===== src/rtl/uart_pkg.sv =====
// Shared definitions for the UART packet path: state encoding, buffer geometry
// and the byte-count clamp that both the FIFO side and the TX side apply.
package uart_pkg;

  localparam int DEF_DATA_SIZE      = 8;
  localparam int DEF_ADDR_SPACE_EXP = 3;
  localparam int DEPTH              = 2**DEF_ADDR_SPACE_EXP;
  localparam int PACKED_W           = DEF_DATA_SIZE*DEPTH;

  typedef enum logic [1:0] {
    IDLE   = 2'd0,
    SEND   = 2'd1,
    WAIT   = 2'd2,
    FINISH = 2'd3
  } tx_state_t;

  // Counts larger than the buffer depth mean "the whole buffer".
  function automatic int unsigned clamp_count(input int unsigned cnt,
                                              input int unsigned depth);
    return (cnt > depth) ? depth : cnt;
  endfunction

endpackage


===== src/rtl/uart_tx_packet_sender.sv =====
// Drains a packed FIFO word into the UART TX core one byte at a time (word 0 first),
// then pulses fifo_read/done_tick to clear the source FIFO.
module uart_tx_packet_sender
  import uart_pkg::*;
#(
  parameter int DATA_SIZE      = DEF_DATA_SIZE,
  parameter int ADDR_SPACE_EXP = DEF_ADDR_SPACE_EXP
) (
  input  logic                                      clk_100Mhz,
  input  logic                                      reset,
  input  logic                                      send,
  input  logic [DATA_SIZE*(2**ADDR_SPACE_EXP)-1:0]  packet_in,
  input  logic [ADDR_SPACE_EXP:0]                   byte_count,
  input  logic                                      tx_done_tick,
  output logic                                      tx_start,
  output logic [DATA_SIZE-1:0]                      tx_data,
  output logic                                      fifo_read,
  output logic                                      busy,
  output logic                                      done_tick
);

  localparam int unsigned BUF_DEPTH = 2**ADDR_SPACE_EXP;
  localparam int          PKT_W     = DATA_SIZE*(2**ADDR_SPACE_EXP);
  localparam int          CNT_W     = ADDR_SPACE_EXP+1;

  tx_state_t        state;
  logic [PKT_W-1:0] shreg;
  logic [CNT_W-1:0] remaining;
  logic [CNT_W-1:0] count_clamped;

  assign count_clamped = CNT_W'(clamp_count(32'(byte_count), BUF_DEPTH));

  // All outputs are registered alongside the state so they are pure Moore.
  always_ff @(posedge clk_100Mhz or posedge reset) begin
    if (reset) begin
      state     <= IDLE;
      shreg     <= '0;
      remaining <= '0;
      tx_start  <= 1'b0;
      tx_data   <= '0;
      fifo_read <= 1'b0;
      done_tick <= 1'b0;
      busy      <= 1'b0;
    end else begin
      case (state)
        IDLE: begin
          if (send && (count_clamped != '0)) begin
            state     <= SEND;
            shreg     <= packet_in;
            remaining <= count_clamped;
            tx_data   <= packet_in[DATA_SIZE-1:0];
            tx_start  <= 1'b1;
            busy      <= 1'b1;
          end
        end
        SEND: begin
          state    <= WAIT;
          tx_start <= 1'b0;
        end
        WAIT: begin
          if (tx_done_tick) begin
            if (remaining == CNT_W'(1)) begin
              state     <= FINISH;
              fifo_read <= 1'b1;
              done_tick <= 1'b1;
            end else begin
              state     <= SEND;
              shreg     <= shreg >> DATA_SIZE;
              tx_data   <= shreg[DATA_SIZE +: DATA_SIZE];
              remaining <= remaining - CNT_W'(1);
              tx_start  <= 1'b1;
            end
          end
        end
        FINISH: begin
          state     <= IDLE;
          fifo_read <= 1'b0;
          done_tick <= 1'b0;
          busy      <= 1'b0;
        end
        default: begin
          state     <= IDLE;
          tx_start  <= 1'b0;
          fifo_read <= 1'b0;
          done_tick <= 1'b0;
          busy      <= 1'b0;
        end
      endcase
    end
  end

endmodule


===== config.mk =====
export PLATFORM = sky130hd
export DESIGN_NAME = uart_tx_packet_sender
export DESIGN_NICKNAME = d
export VERILOG_FILES = /design/src/rtl/uart_pkg.sv /design/src/rtl/uart_tx_packet_sender.sv
export SDC_FILE = /design/constraint.sdc
export NUM_CORES = 1
export LEC_CHECK = 0
export ABC_AREA = 1
export CORE_MARGIN = 2
export CORE_UTILIZATION = 48
export CTS_BUF_LIST = sky130_fd_sc_hd__clkbuf_8
export DETAILED_ROUTE_END_ITERATION = 8
export PLACE_DENSITY = 0.78
export REMOVE_ABC_BUFFERS = 1
export SYNTH_ARGS = -nofsm -noshare
export SYNTH_HDL_FRONTEND = slang
export SYNTH_SLANG_ARGS = --single-unit
export TNS_END_PERCENT = 100

===== constraint.sdc =====
create_clock -name clk_100Mhz -period 2.72 [get_ports clk_100Mhz]
set_clock_uncertainty 0.05 [all_clocks]
set_input_delay 0.68 -clock clk_100Mhz [delete_from_list [all_inputs] [get_ports clk_100Mhz]]
set_output_delay 0.68 -clock clk_100Mhz [all_outputs]
set_load 0.005 [all_outputs]

==> results.json, run 1 <==
{
  "irDropWorstVdd_v": 0.000518,
  "root_buffer": "clkbuf_8",
  "clkSinkCount": 73,
  "via_per_inst": 5.11,
  "synthesis.area_um2": 4030,
  "synthTopCellsByArea": "dfrtp_1 45%, nand2_1 30%, nand4_1 10%",
  "layout_commonest_cell": "nand2_1",
  "required_ns": 2.90,
  "crit_type": "flop to flop",
  "fmax_mhz": 454,
  "final_cell_mix": "320 x nand2_1, 83 x clkdlybuf4s50_1, 73 x dfrtp_1, 66 x nand4_1, 18 x nor2_1",
  "drtIter0Drc": 307,
  "grt_pass1_vias": 3353,
  "fillers": 755,
  "yosysWarnings": 0,
  "finalSetupTns_ns": 0,
  "rsz0062_at_grt": "false",
  "cp_data_arrival_time_ns": 2.38,
  "drtAntennaViolNets": 0,
  "dieArea_um2": 9140,
  "syn_inst": 571,
  "overflow": 0,
  "gp_congestion": 0.819,
  "fin_util": 0.618,
  "finalInstanceArea_um2": 5050,
  "area_delta_synth_final_pct": 25.4,
  "holdCritStartpoint": "shreg[29]$_DFFE_PP0P_",
  "cts_hold_buffers": 0,
  "hold_viol": 0,
  "static-leakage-power_nw": 2.68,
  "synth.avg_cell_area_um2": 7.05,
  "slew_viol_final": 0,
  "setup_viol_count_final": 0,
  "hold_path_class": "flop to flop",
  "multi_input_area_um2": 1830,
  "htree_levels": 3,
  "fin_crit_ns": 2.20,
  "slew_headroom": 0.278,
  "whs_endpoint": "shreg[29]$_DFFE_PP0P_",
  "via_count": 3739,
  "fin_nets": 696,
  "cts_buffers": 9,
  "grt_util_all_layers": 0.207,
  "dp_hpwl_um": 5320,
  "initial_utilization": 0.493,
  "r2r-start": "state[0]$_DFFE_PP0P_",
  "reg2reg_depth": 9,
  "path_clk_slew_ns": 0.07,
  "crit_fanout": 67,
  "synth_top_area_frac": 0.454,
  "yosysTopAreaCell": "dfrtp_1",
  "antenna-diode-count": 0,
  "antenna_found_initial": 0,
  "grt_max_degree": 74,
  "worst_slew_pin_slew_ns": 1.08,
  "route.detailed.drc": 0,
  "totalWireLength_um": 8960,
  "cts_setup_buffers": 0,
  "core_area_um2": 8180,
  "seq_area_um2": 1830,
  "worst_setup_path_start_kind": "flop",
  "io_pins": 84,
  "ys_ff_latch": 73,
  "status": "completed",
  "cts_resized": 0,
  "timing.rr.end": "shreg[46]$_DFFE_PP0P_",
  "period_share": 0.810,
  "startpoint": "state[0]$_DFFE_PP0P_",
  "firstDrtPassIters": 4,
  "maxCapViolCount": 0,
  "synth-seq-area-share": 0.454,
  "netlist-cell-type-count": 21,
  "drive_gt1_frac": 0.0526,
  "cts_tree": "done",
  "grt_pass1_wl_um": 15100,
  "numPortBuffers": 83,
  "fp.dieH_um": 95.6,
  "dpl_cell_area_um2": 4810,
  "num_rows": 33,
  "routedWlPerCell_um": 12.2,
  "clk_latency_ns": 0.34,
  "hold_depth": 2,
  "clockBufferDepth": 2,
  "r2r_slack_ns": 0.52,
  "p_per_area_nw_per_um2": 1100,
  "die_w_um": 95.6,
  "cp-end-kind": "flop"
}
## power by group
group          leakage (nW)  internal [mW]  switching (mW)  total [mW]
clock                 0.115          0.609           0.405        1.01
sequential            0.908           1.62           0.290        1.91
combinational          1.66          0.999            1.61        2.61
total                  2.68           3.23            2.31        5.54
## synthesized netlist by cell type, drive strengths merged
library cell,instances
a21oi,1
buf,41
clkbuf,10
dfrtp,73
ha,2
inv,20
nand2,322
nand3,11
nand4,66
nor2,20
nor3,1
o21ai,2
o31ai,1
xnor2,1
## per-layer routing
metal | vias up | global-route usage | share of wire
met5 | - | 0 | 0
met4 | 0 | 0.0536 | 0.0099
met3 | 10 | 0.0451 | 0.055
met2 | 118 | 0.352 | 0.49
met1 | 1704 | 0.269 | 0.45
li1 | 1907 | - | -
## registers in the layout (all words and copies together) (netlist names)
signal / cells
busy: 1
done_tick: 1
remaining: 4
shreg: 57
state: 2
tx_data: 7
tx_start: 1
## critical path, cell delays in order, from the launching register on
cell     delay, ns
dfrtp_1       0.47
inv_2         0.08
nand2_2       0.07
buf_4         0.30
nor2_2        0.13
nor2_4        0.40
nand3_2       0.17
buf_12        0.24
nand2_1       0.10
nand2_1       0.06
## how the worst max path moves through the flow
stage,slack (ns),cells after the start,to
4_1_cts,0.52,9,shreg[46]$_DFFE_PP0P_
3_5_place_dp,0.43,9,remaining[3]$_DFFE_PP0P_
2_1_floorplan,-1.19,7,remaining[0]$_DFFE_PP0P_
3_3_place_gp,0.51,9,remaining[3]$_DFFE_PP0P_
5_1_grt,0.31,9,shreg[56]$_DFFE_PP0P_
6_report,0.52,9,shreg[46]$_DFFE_PP0P_
## stage by stage
stage	std cells	setup slack [ns]	total power, mW	hold slack, ns
floorplan	520	-1.19	3.64	0.392
global placement	716	0.511	4.45	0.403
detailed placement	716	0.435	4.55	0.408
CTS	732	0.523	5.58	0.427
global route	732	0.315	6.04	0.443
finish	732	0.516	5.54	0.422
## kinds of logic (layout without fill, tap and decap cells)
logic type	after synthesis	after routing	share of synthesized area
AOI/OAI and AO/OA	4	4	0.00559
xor gates and xnor gates	1	1	0.00217
adders and majority gates	2	2	0.00621
buffers and inverters	71	127	0.0926
DFF	73	73	0.454
and+or+nand+nor	420	420	0.440
## final cells by class
type,instances,area share
clock inverter,7,0.0235
multi-input combinational,427,0.363
clock buffer,9,0.0245
inverter,20,0.0151
timing repair buffer,91,0.186
tap,105,0.0260
sequential,73,0.362
No activity file was read; power rests on OpenSTA's default activity.
==> run 2: changes to the inputs <==
Clock period 2.72 ns to 1.8 ns, I/O delays scaled along.
==> run 2 against run 1 <==
  * Clock power up 53%
  * Final cell count up 2.5%
  * Combinational power up 60%
  * Non-clock buffer count up 18
  * Sequential share of layout area down 1.0 points
  * Routed wire length up 6.4%
  * Via count up 3.2%
  * Critical path depth down 8
  * Design area up 3.0%
  * Setup slack worse by 0.43 ns
  * Sequential power up 52%
  * Largest power group unchanged
==> results.json, run 2 (synthesis gave the netlist of run 1 again) <==
{
  "p_per_area_nw_per_um2": 1660,
  "cts_tree": "done",
  "finalSetupTns_ns": 0,
  "numPortBuffers": 83,
  "cp_slowest_stage_delay_ns": 0.51,
  "cp-end-kind": "output pin",
  "fp.dieH_um": 95.6,
  "cts_buffers": 9,
  "fmax_mhz": 583,
  "dp_hpwl_um": 6310,
  "slew_viol_final": 0,
  "htree_levels": 3,
  "route.detailed.drc": 0,
  "finalInstanceArea_um2": 5200,
  "worst_slew_pin_slew_ns": 0.409,
  "gp_congestion": 0.780,
  "num_rows": 33,
  "dp_cells": 733,
  "crit_path_cell_trace": "clkdlybuf4s50_1",
  "root_buffer": "clkbuf_8",
  "overflow": 0,
  "irDropWorstVdd_v": 0.000813,
  "final_cells": 750,
  "crit_fanout": 2,
  "power_mw": 8.63,
  "required_ns": 1.30,
  "dp_slack_ns": -0.109,
  "status": "completed",
  "drtIter0Drc": 293,
  "initial_utilization": 0.493,
  "dieArea_um2": 9140,
  "totalWireLength_um": 9540,
  "layout_commonest_cell": "nand2_1",
  "largestRegisters": "shreg x57, tx_data x7, remaining x4",
  "fin_hold_ws_ns": 0.334,
  "largest_reg_flops": 57,
  "period_share": 0.953,
  "clockBufferDepth": 2,
  "grt_pass1_wl_um": 16100,
  "grt_max_degree": 54,
  "firstDrtPassIters": 5,
  "cpMaxStageDelayCell": "clkdlybuf4s50_1",
  "antenna_found_initial": 0,
  "fin_nets": 714,
  "die_w_um": 95.6,
  "setup_viol_count_final": 0,
  "fin_ws_ns": 0.0841,
  "clkSinkCount": 73,
  "reg2reg_depth": 7,
  "cts_hold_buffers": 0,
  "routedWlPerCell_um": 12.7,
  "path_delay_family": "buffers and inverters",
  "cp_data_arrival_time_ns": 1.22,
  "drive_gt1_frac": 0.0791,
  "regMostFlops": "shreg",
  "dpl_cell_area_um2": 4940,
  "rsz0062_at_grt": "false",
  "final_cell_mix": "320 x nand2_1, 83 x clkdlybuf4s50_1, 72 x dfrtp_1, 66 x nand4_1, 20 x buf_4",
  "io_pins": 84,
  "worst_setup_path_start_kind": "flop",
  "drtAntennaViolNets": 0,
  "grt_pass1_vias": 3732,
  "crit_buf_inv": 1,
  "hold_viol": 0,
  "via_count": 3858,
  "grt_util_all_layers": 0.222,
  "antenna-diode-count": 0,
  "fin_crit_ns": 1.72,
  "slew_headroom": 0.728,
  "fin_util": 0.636,
  "clk_latency_ns": 0.34,
  "static-leakage-power_nw": 2.77,
  "hold_path_class": "input pin to async pin",
  "via_per_inst": 5.14,
  "path_depth": 1,
  "crit_type": "flop to output pin",
  "path_clk_slew_ns": 0.07,
  "core_area_um2": 8180,
  "area_delta_synth_final_pct": 29.1,
  "maxCapViolCount": 0
}
==> run 2: path summary, 6_finish.rpt <==
check	startpoint	endpoint	slack (ns)
worst max-delay path	tx_data[1]$_DFFE_PP0P_	tx_data[1]	0.08
worst min-delay path	reset	shreg[50]$_DFFE_PP0P_	0.33
worst max register to register	state[0]$_DFFE_PP0P_	shreg[62]$_DFFE_PP0P_	0.14
worst min register to register	tx_data[2]$_DFFE_PP0P_	tx_data[2]$_DFFE_PP0P_	0.42
max in group asynchronous	reset	shreg[8]$_DFFE_PP0P_	0.90
min in group clk_100Mhz	tx_data[2]$_DFFE_PP0P_	tx_data[2]$_DFFE_PP0P_	0.42
==> run 2: power by group <==
group,internal (mW),switching [mW]
sequential,2.45,0.460
clock,0.951,0.600
combinational,1.65,2.51
total,5.06,3.57
==> run 2: area by class of cell <==
cell class              count  area (um2)
fillers                   716        2970
multi-input cells         427        1840
flip-flops and latches     73        1830
repair buffers            109        1080
clock buffers              10         138
well taps                 105         131
clock inverters             6         106
inverters                  20        76.3
==> run 2: timing repair <==
item / in CTS / in global routing
buffers inserted: 0 / 1
setup endpoints to repair: 0 / 37
resized for setup: 0 / 4
==> run 2: layer usage <==
| metal | wire [um] | share of wire | GRT usage |
|---|---|---|---|
| met5 | 0 | 0 | 0 |
| met4 | 78 | 0.0082 | 0.0548 |
| met3 | 556 | 0.058 | 0.0443 |
| met2 | 4920 | 0.52 | 0.391 |
| met1 | 3980 | 0.42 | 0.279 |
==> run 3: changes to the inputs <==
Settings changed: ABC_AREA 1 to unset, CORE_UTILIZATION 48 to 46, PLACE_DENSITY 0.78 to 0.77.
==> run 3 against run 2 <==
  * Combinational power shrank 15%
  * Largest cell class is now flip-flops and latches
  * Worst hold slack better by 0.14 ns
  * Setup slack worse by 0.0074 ns
  * Clock power up 17%
  * Routed wire length down 21%
  * Fmax decreased by 0.43%
  * Critical endpoint is now busy
  * Power shrank 4.7%
  * Area after synthesis fell by 13%
  * Critical path type unchanged
  * Highest routed layer unchanged
  * First-iteration DRC count is 69% lower
  * Via count is 29% lower
  * Register-to-register slack lost 0.05 ns
  * Sequential share of layout area up 2.1 points
==> results.json, run 3 <==
{
  "hold_path_class": "flop to flop",
  "irDropWorstVdd_v": 0.000814,
  "cp_slowest_stage_delay_ns": 0.51,
  "antenna-diode-count": 0,
  "startpoint": "busy$_DFFE_PP0P_",
  "rsz0062_at_grt": "false",
  "grt_pass1_wl_um": 12600,
  "seq_power_share": 0.348,
  "yosys.cell_count.top_type": "dfrtp_1",
  "fin_crit_ns": 1.72,
  "finalSetupTns_ns": 0,
  "async_reset_ff_frac": 1.00,
  "clockBufferDepth": 2,
  "fin_ws_ns": 0.0767,
  "dieArea_um2": 8290,
  "synthesis.area_um2": 3490,
  "static-leakage-power_nw": 2.27,
  "core_area_um2": 7290,
  "gp_congestion": 0.779,
  "slew_headroom": 0.749,
  "numPortBuffers": 83,
  "worst_slew_pin_slew_ns": 0.376,
  "syn_inst": 355,
  "synth_top_area_frac": 0.524,
  "grt_pass1_vias": 2710,
  "r2r-start": "remaining[1]$_DFFE_PP0P_",
  "synth.avg_cell_area_um2": 9.82,
  "dp_slack_ns": -0.381,
  "grt_max_degree": 74,
  "crit_fanout": 3,
  "cts_hold_buffers": 0,
  "synthFlopType": "dfrtp_1",
  "switching_power_mw": 2.75,
  "cp-end-kind": "output pin",
  "synth_common_cells": "73 x dfrtp_1, 69 x a21oi_1, 69 x nor2_1",
  "clk_latency_ns": 0.34,
  "largest_reg_flops": 57,
  "synth_edf_count": 0,
  "num_rows": 31,
  "switching_share": 0.334,
  "totalWireLength_um": 7530,
  "dpl_cell_area_um2": 4540,
  "routedWlPerCell_um": 13.8,
  "layout_commonest_cell": "clkdlybuf4s50_1",
  "period_share": 0.957,
  "largestRegisters": "shreg x57, tx_data x7, remaining x4",
  "path_clk_slew_ns": 0.08,
  "holdCritStartpoint": "shreg[28]$_DFFE_PP0P_",
  "crit_type": "flop to output pin",
  "combPwrFrac": 0.430,
  "drtIter0Drc": 91,
  "overflow": 0,
  "cts_buffers": 9,
  "initial_utilization": 0.478,
  "path_depth": 1,
  "yosysTopAreaCell": "dfrtp_1",
  "htree_levels": 3,
  "synthTopCellsByArea": "dfrtp_1 52%, mux2i_1 14%, a21oi_1 9.9%",
  "final_cell_mix": "80 x clkdlybuf4s50_1, 73 x dfrtp_1, 69 x nor2_1, 68 x a21oi_1, 48 x mux2i_1",
  "cpMaxStageDelayCell": "clkdlybuf4s50_1",
  "area_delta_synth_final_pct": 40.7,
  "drive_gt1_frac": 0.114,
  "fin_nets": 515,
  "clkSinkCount": 73,
  "yosysWarnings": 0,
  "dp_hpwl_um": 5160,
  "root_buffer": "clkbuf_8",
  "worst_setup_path_start_kind": "flop",
  "maxCapViolCount": 0,
  "antenna_found_initial": 0,
  "hold_depth": 2,
  "firstDrtPassIters": 4,
  "fmax_mhz": 580,
  "power.internal_mw": 5.48,
  "io_pins": 84,
  "ys_ff_latch": 73,
  "grt_util_all_layers": 0.189,
  "p_per_area_nw_per_um2": 1680,
  "synth-seq-area-share": 0.524,
  "cp_data_arrival_time_ns": 1.22,
  "netlist-cell-type-count": 25,
  "setup_viol_count_final": 0,
  "clockPowerShare": 0.221,
  "fin_util": 0.673,
  "die_w_um": 91.1,
  "via_per_inst": 5.03,
  "hold_viol": 0,
  "status": "completed",
  "regMostFlops": "shreg",
  "drtAntennaViolNets": 0,
  "fp.dieH_um": 91.1,
  "route.detailed.drc": 0,
  "crit_buf_inv": 1,
  "via_count": 2739,
  "reg2reg_depth": 7,
  "finalInstanceArea_um2": 4900,
  "required_ns": 1.30,
  "slew_viol_final": 0,
  "cts_tree": "done",
  "power_mw": 8.23,
  "path_delay_family": "buffers and inverters",
  "crit_path_cell_trace": "clkdlybuf4s50_1"
}
-- run 3: what timing repair did --
item,CTS,global route
cloned,1,0
pin swaps,0,2
buffers inserted,0,2
endpoints found under the hold margin,0,0
endpoints found under the setup margin,30,65
resized for setup,6,7
-- run 3: layout make-up --
class,count,area (um2)
Fill cell,598,2390
Clock buffer,9,124
Timing Repair Buffer,109,1170
Multi-Input combinational cell,234,1440
Inverter,14,53.8
Clock inverter,7,166
Tap cell,99,124
Sequential cell,73,1830
-- run 3: power by group through the flow --
stage,combinational (mW),sequential [mW],clock [mW]
after floorplan,2.06,2.83,0
after global placement,3.25,2.84,0
after detailed placement,3.37,2.90,0
after CTS,3.51,2.87,1.87
after global routing,3.94,2.96,1.93
final,3.54,2.87,1.82
-- run 3: per-layer routing --
metal / up-vias / track usage / share of wire
met5: - / 0 / 0
met4: 0 / 0.0846 / 0.015
met3: 8 / 0.0365 / 0.036
met2: 65 / 0.299 / 0.50
met1: 1288 / 0.253 / 0.45
li1: 1378 / - / -
-- run 3: final timing paths --
path | slack [ns] | end
setup / recovery | 0.08 | busy
hold / removal | 0.47 | shreg[28]$_DFFE_PP0P_
setup reg to reg | 0.09 | remaining[3]$_DFFE_PP0P_
hold reg to reg | 0.47 | shreg[28]$_DFFE_PP0P_
max in group asynchronous | 0.93 | shreg[44]$_DFFE_PP0P_
min in group asynchronous | 0.48 | shreg[13]$_DFFE_PP0P_
-- run 3: kinds of logic (layout without fill, tap and decap cells) --
logic type,after synthesis,count (layout),synth area share
and+or+nand+nor,93,93,0.118
AOI/OAI and AO/OA,91,91,0.143
DFF,73,73,0.524
muxes,48,48,0.138
buffers and inverters,48,139,0.0704
adders and majority gates,2,2,0.00718
-- run 3: metrics by stage --
| step | hold slack [ns] | cells |
|---|---|---|
| after floorplan | 0.448 | 321 |
| after global placement | 0.455 | 526 |
| after detailed placement | 0.467 | 526 |
| after CTS | 0.480 | 543 |
| after global routing | 0.509 | 545 |
| final | 0.474 | 545 |
-- run 3: worst register-to-register path: stages (launching register included) --
cell and delay [ns]:
dfrtp_1 0.41, inv_2 0.07, ha_2 0.16, nor3b_4 0.26
o32ai_4 0.12, buf_6 0.18, buf_12 0.16, a22o_1 0.20
